### src/rtl/seg_scan_display_pkg.sv
// Shared constants for the scrolling 7-segment display scanner.
// Provides blank patterns, digit count and the 16 active-low hex glyphs.
package seg_scan_display_pkg;

    localparam int NUM_DIGITS = 4;
    localparam int DIG_W      = $clog2(NUM_DIGITS);

    localparam logic [6:0] SEG_BLANK = 7'b1111111;
    localparam logic [3:0] AN_OFF    = 4'b1111;

    // Active-low {a,b,c,d,e,f,g}
    localparam logic [6:0] GLYPH_0 = 7'b0000001;
    localparam logic [6:0] GLYPH_1 = 7'b1001111;
    localparam logic [6:0] GLYPH_2 = 7'b0010010;
    localparam logic [6:0] GLYPH_3 = 7'b0000110;
    localparam logic [6:0] GLYPH_4 = 7'b1001100;
    localparam logic [6:0] GLYPH_5 = 7'b0100100;
    localparam logic [6:0] GLYPH_6 = 7'b0100000;
    localparam logic [6:0] GLYPH_7 = 7'b0001111;
    localparam logic [6:0] GLYPH_8 = 7'b0000000;
    localparam logic [6:0] GLYPH_9 = 7'b0000100;
    localparam logic [6:0] GLYPH_A = 7'b0001000;
    localparam logic [6:0] GLYPH_B = 7'b1100000;
    localparam logic [6:0] GLYPH_C = 7'b0110001;
    localparam logic [6:0] GLYPH_D = 7'b1000010;
    localparam logic [6:0] GLYPH_E = 7'b0110000;
    localparam logic [6:0] GLYPH_F = 7'b0111000;

endpackage

### src/rtl/seg_scan_display_hex_to_seg.sv
// Combinational hex nibble to active-low 7-segment decoder.
// Ports: hex (4-bit value in), seg (7-bit {a..g} active-low out).
module hex_to_seg
    import seg_scan_display_pkg::*;
(
    input  logic [3:0] hex,
    output logic [6:0] seg
);

    always_comb begin
        seg = SEG_BLANK;
        unique case (hex)
            4'h0: seg = GLYPH_0;
            4'h1: seg = GLYPH_1;
            4'h2: seg = GLYPH_2;
            4'h3: seg = GLYPH_3;
            4'h4: seg = GLYPH_4;
            4'h5: seg = GLYPH_5;
            4'h6: seg = GLYPH_6;
            4'h7: seg = GLYPH_7;
            4'h8: seg = GLYPH_8;
            4'h9: seg = GLYPH_9;
            4'hA: seg = GLYPH_A;
            4'hB: seg = GLYPH_B;
            4'hC: seg = GLYPH_C;
            4'hD: seg = GLYPH_D;
            4'hE: seg = GLYPH_E;
            4'hF: seg = GLYPH_F;
        endcase
    end

endmodule

### src/rtl/seg_scan_display.sv
// Time-multiplexed 4-digit scroller: digit k shows pos + (3-k).
// Ports: clk, reset (sync, high), count_case in; an, seg, frame_tick out.
module seg_scan_display
    import seg_scan_display_pkg::*;
#(
    parameter int REFRESH_W    = 16,
    parameter int BLANK_CYCLES = 64
)
(
    input  logic       clk,
    input  logic       reset,
    input  logic [3:0] count_case,
    output logic [3:0] an,
    output logic [6:0] seg,
    output logic       frame_tick
);

    localparam logic [REFRESH_W-1:0] SLOT_MAX = '1;
    localparam logic [REFRESH_W-1:0] BLANK_LIM =
        REFRESH_W'(BLANK_CYCLES);
    localparam logic [DIG_W-1:0] DIG_LAST =
        DIG_W'(NUM_DIGITS - 1);

    logic [REFRESH_W-1:0] slot_cnt_q, slot_cnt_d;
    logic [DIG_W-1:0]     digit_sel_q, digit_sel_d;
    logic [3:0]           pos_q, pos_d;
    logic [3:0]           an_q, an_d;
    logic [6:0]           seg_q, seg_d;
    logic                 tick_q, tick_d;

    logic                 slot_end;
    logic                 blank;
    logic [3:0]           glyph_idx;
    logic [6:0]           glyph_seg;

    // 3 - digit_sel equals ~digit_sel in two bits
    assign glyph_idx = pos_q + {2'b00, ~digit_sel_q};

    hex_to_seg u_hex_to_seg (
        .hex (glyph_idx),
        .seg (glyph_seg)
    );

    always_comb begin
        slot_end    = (slot_cnt_q == SLOT_MAX);
        blank       = (slot_cnt_q < BLANK_LIM);
        slot_cnt_d  = slot_cnt_q + REFRESH_W'(1);
        digit_sel_d = digit_sel_q;
        pos_d       = pos_q;
        tick_d      = 1'b0;
        if (slot_end) begin
            digit_sel_d = digit_sel_q - DIG_W'(1);
            // Latch only at frame end so a frame never tears
            if (digit_sel_q == '0) begin
                pos_d  = count_case;
                tick_d = 1'b1;
            end
        end
        // Cathodes are blanked with the anodes; the glyph
        // only changes while every digit is dark
        an_d  = blank ? AN_OFF : ~(4'b0001 << digit_sel_q);
        seg_d = blank ? SEG_BLANK : glyph_seg;
    end

    always_ff @(posedge clk) begin
        if (reset) begin
            slot_cnt_q  <= '0;
            digit_sel_q <= DIG_LAST;
            pos_q       <= 4'h0;
            an_q        <= AN_OFF;
            seg_q       <= SEG_BLANK;
            tick_q      <= 1'b0;
        end else begin
            slot_cnt_q  <= slot_cnt_d;
            digit_sel_q <= digit_sel_d;
            pos_q       <= pos_d;
            an_q        <= an_d;
            seg_q       <= seg_d;
            tick_q      <= tick_d;
        end
    end

    assign an         = an_q;
    assign seg        = seg_q;
    assign frame_tick = tick_q;

endmodule
### config.mk
export PLATFORM = sky130hd
export DESIGN_NAME = seg_scan_display
export DESIGN_NICKNAME = d
export VERILOG_FILES = /design/src/rtl/seg_scan_display_pkg.sv /design/src/rtl/seg_scan_display_hex_to_seg.sv /design/src/rtl/seg_scan_display.sv
export SDC_FILE = /design/constraint.sdc
export NUM_CORES = 1
export LEC_CHECK = 0
export CAP_MARGIN = 0
export CORE_MARGIN = 2
export CORE_UTILIZATION = 32
export DETAILED_ROUTE_END_ITERATION = 8
export GPL_TIMING_DRIVEN = 0
export PLACE_DENSITY = 0.64
export SETUP_SLACK_MARGIN = 0.3
export SYNTH_ARGS = -nofsm -noshare
export SYNTH_HDL_FRONTEND = slang
export SYNTH_SLANG_ARGS = --single-unit
### constraint.sdc
create_clock -name clk -period 2.14 [get_ports clk]
set_clock_uncertainty 0.2 [all_clocks]
set_input_delay 0.214 -clock clk [delete_from_list [all_inputs] [get_ports clk]]
set_output_delay 0.214 -clock clk [all_outputs]
set_load 0.005 [all_outputs]
==> reports/results.tsv <==
metric	value	unit
status	finished with violations	
violations	negative setup slack	
hold_viol	0	
fp-row-count	25	
synth_xor_area_frac	0.0698	
stdcell_count	279	
drive_above_1_share	0.297	
synth_edf_count	0	
n_antenna_cell	0	
cp_max_fo	3	
cp_num_buf_inv	3	
numCtsBuffers	5	
synth_top_area_frac	0.417	
via_per_inst	4.82	
ys_ff_latch	34	
cap_violations	0	
synthTopCellsByArea	dfxtp_1 (42%), ha_1 (10%), xnor2_1 (5.4%)	
synth_compound_area_frac	0.0897	
drt-initial-drc-count	33	
utilization	0.489	
worst_slack	-13.5	ps
port_buffers	17	
die_area	5690	um^2
worst-slew-pin-transition	524	ps
wire_per_inst	12.9	um
yosys.area.top_type	dfxtp_1	
clk_latency	280	ps
start_util	0.339	
holdWs	266	ps
synth_fa_ha_area_frac	0.112	
synthMuxAreaShare	0.0437	
cts_tree	built	
synth.distinct_cells	36	
grt_start_max_net_pins	11	
syn2layout_area_growth	44.4	%
die_h	75.4	um
gp_congestion	0.798	
syn_area	1630	um^2
synth_top_family_by_area	simple AND/OR/NAND/NOR gates	
clk_pin_slew	70	ps
grt_pass1_wl	5.73	mm
period_share	1.01	
worstPathArrival	2120	ps
cts_max_path_buffers	2	
grt_pass1_vias	1202	
cp_slowest_cell	fa_2	
drc	0	
synthCells	173	
cts_hold_buf	0	
nFillCells	454	
ys_seq_area_frac	0.417	
leakagePower	0.816	nW
grt_util_all_layers	0.136	
coreArea	4820	um^2
min_period	2150	ps
slowest_delay	610	ps
antenna_found_initial	0	
max-slew-margin-rel	0.650	
nNetsFinal	231	
finalSetupTns	-24.8	ps
min_path_type	reg2reg	
ir_worst_vdd	0.453	mV
dp_cells	257	
path_class	reg2reg	
path_delay_family	adder cells	
rsz0062_at_grt	yes	
vias	1344	
dp_hpwl	2.21	mm
maxSlewViolCount	0	
die_w	75.4	um
pwr_density_cell	490	nW/um^2
io_pins	18	
grt_remaining_overflow	0	
h-tree-depth	2	
fmax	0.464	GHz
ys.flop_type	dfxtp_1	
wl	3.61	mm
synth-simple-area-share	0.239	
ctsRootBufferMaster	clkbuf_8	
synth_warnings	0	
cp-end-kind	register	
syn-mean-instance-area	9.43	um^2
async_flop_share	0	
crit_chain	inv_4 > ha_4 > inv_2 > fa_2 > inv_4 > ha_4 > nand2_2 > o21ai_1 > a221o_1	
cts_sinks	34	
crit_required	2110	ps
dp_slack	-58.1	ps
syn_nets	193	
postRouteAntennaNets	0	
dr.pass1.iters	4	
setup_viol	3	
crit_path_start_kind	register	
[registers in the layout, indices dropped and copies added (netlist names)]
| register | count |
|---|---|
| an | 4 |
| digit_sel_q | 2 |
| frame_tick | 1 |
| pos_q | 4 |
| seg | 7 |
| slot_cnt_q | 16 |
[cell families after synthesis]
kind of cell | after synthesis
adders and majority gates | 14
xor gates and xnor gates | 13
muxes | 7
DFF | 34
AOI/OAI and AO/OA | 22
and+or+nand+nor | 71
buffers and inverters | 12
[synth_stat cells (all sizes together) (2+ instances only)]
| library cell | n |
|---|---|
| nand4 | 5 |
| ha | 13 |
| nand2 | 15 |
| nor3 | 3 |
| dfxtp | 34 |
| or3 | 5 |
| nor4 | 7 |
| inv | 9 |
| mux2i | 6 |
| nand3 | 9 |
| nor2 | 20 |
| xnor2 | 10 |
| o21ai | 7 |
| nor2b | 3 |
| xor2 | 3 |
| clkbuf | 2 |
| o2111ai | 2 |
| a221o | 3 |
| a21oi | 5 |
[worst paths after layout]
kind | from | endpoint | slack (ps) | depth (start not counted)
hold reg to reg | slot_cnt_q[0] | slot_cnt_q[0] | 270 | 1
setup reg to reg | digit_sel_q[0] | seg[1] | -10 | 9
setup / recovery | digit_sel_q[0] | seg[1] | -10 | 9
hold / removal | slot_cnt_q[0] | slot_cnt_q[0] | 270 | 1
[layout by cell type (no fill, tap or decap), types with 3 or more instances in the layout]
master | synthesis | final
clkbuf_1 | 2 | 3
clkbuf_8 | 0 | 6
nand2_1 | 15 | 14
mux2i_1 | 6 | 6
clkdlybuf4s50_1 | 0 | 17
nand4_1 | 4 | 4
xnor2_1 | 10 | 9
nand3_1 | 8 | 6
ha_1 | 13 | 4
dfxtp_1 | 34 | 23
nor4_1 | 5 | 5
nor3_1 | 3 | 3
a221o_1 | 3 | 3
or3_1 | 4 | 4
nor2b_1 | 3 | 3
buf_6 | 0 | 6
nor2_1 | 20 | 20
inv_1 | 9 | 5
dfxtp_2 | 0 | 9
o21ai_0 | 7 | 4
ha_4 | 0 | 9
a21oi_1 | 5 | 5
buf_4 | 0 | 9
[through the flow]
step,total power (W),instance area [um^2]
5_1_grt,0.00119,2360
6_report,0.00115,2360
2_1_floorplan,0.000669,1690
3_3_place_gp,0.000683,1940
3_5_place_dp,0.000684,1940
4_1_cts,0.00116,2220
[per-layer routing]
metal | vias to the layer above | global-route usage | part of all wire | routed length [um]
li1 | 684 | - | - | -
met1 | 629 | 0.169 | 0.46 | 1660
met2 | 24 | 0.216 | 0.48 | 1740
met3 | 7 | 0.0357 | 0.031 | 112
met4 | 0 | 0.0721 | 0.026 | 93
met5 | - | 0 | 0 | 0
[cell type report]
cell class	instances	area, um^2	area share
Sequential cell	34	699	0.297
Clock buffer	7	86.3	0.0366
Tap cell	67	83.8	0.0356
Timing Repair Buffer	31	294	0.125
Inverter	9	38.8	0.0165
Multi-Input combinational cell	127	1130	0.480
Clock inverter	1	5.00	0.00212
Buffer	3	18.8	0.00797
[report_power, final]
part	switching (W)	internal (W)
combinational	0.0000138	0.0000159
sequential	0.00000708	0.000636
clock	0.000223	0.000259
total	0.000244	0.000911
[repair_timing]
item	4_1_cts	5_1_grt
setup buffers	8	6
endpoints found under the setup margin	14	16
pin swaps	9	9
resized for setup	24	23
No activity file was read; power rests on OpenSTA's default activity.
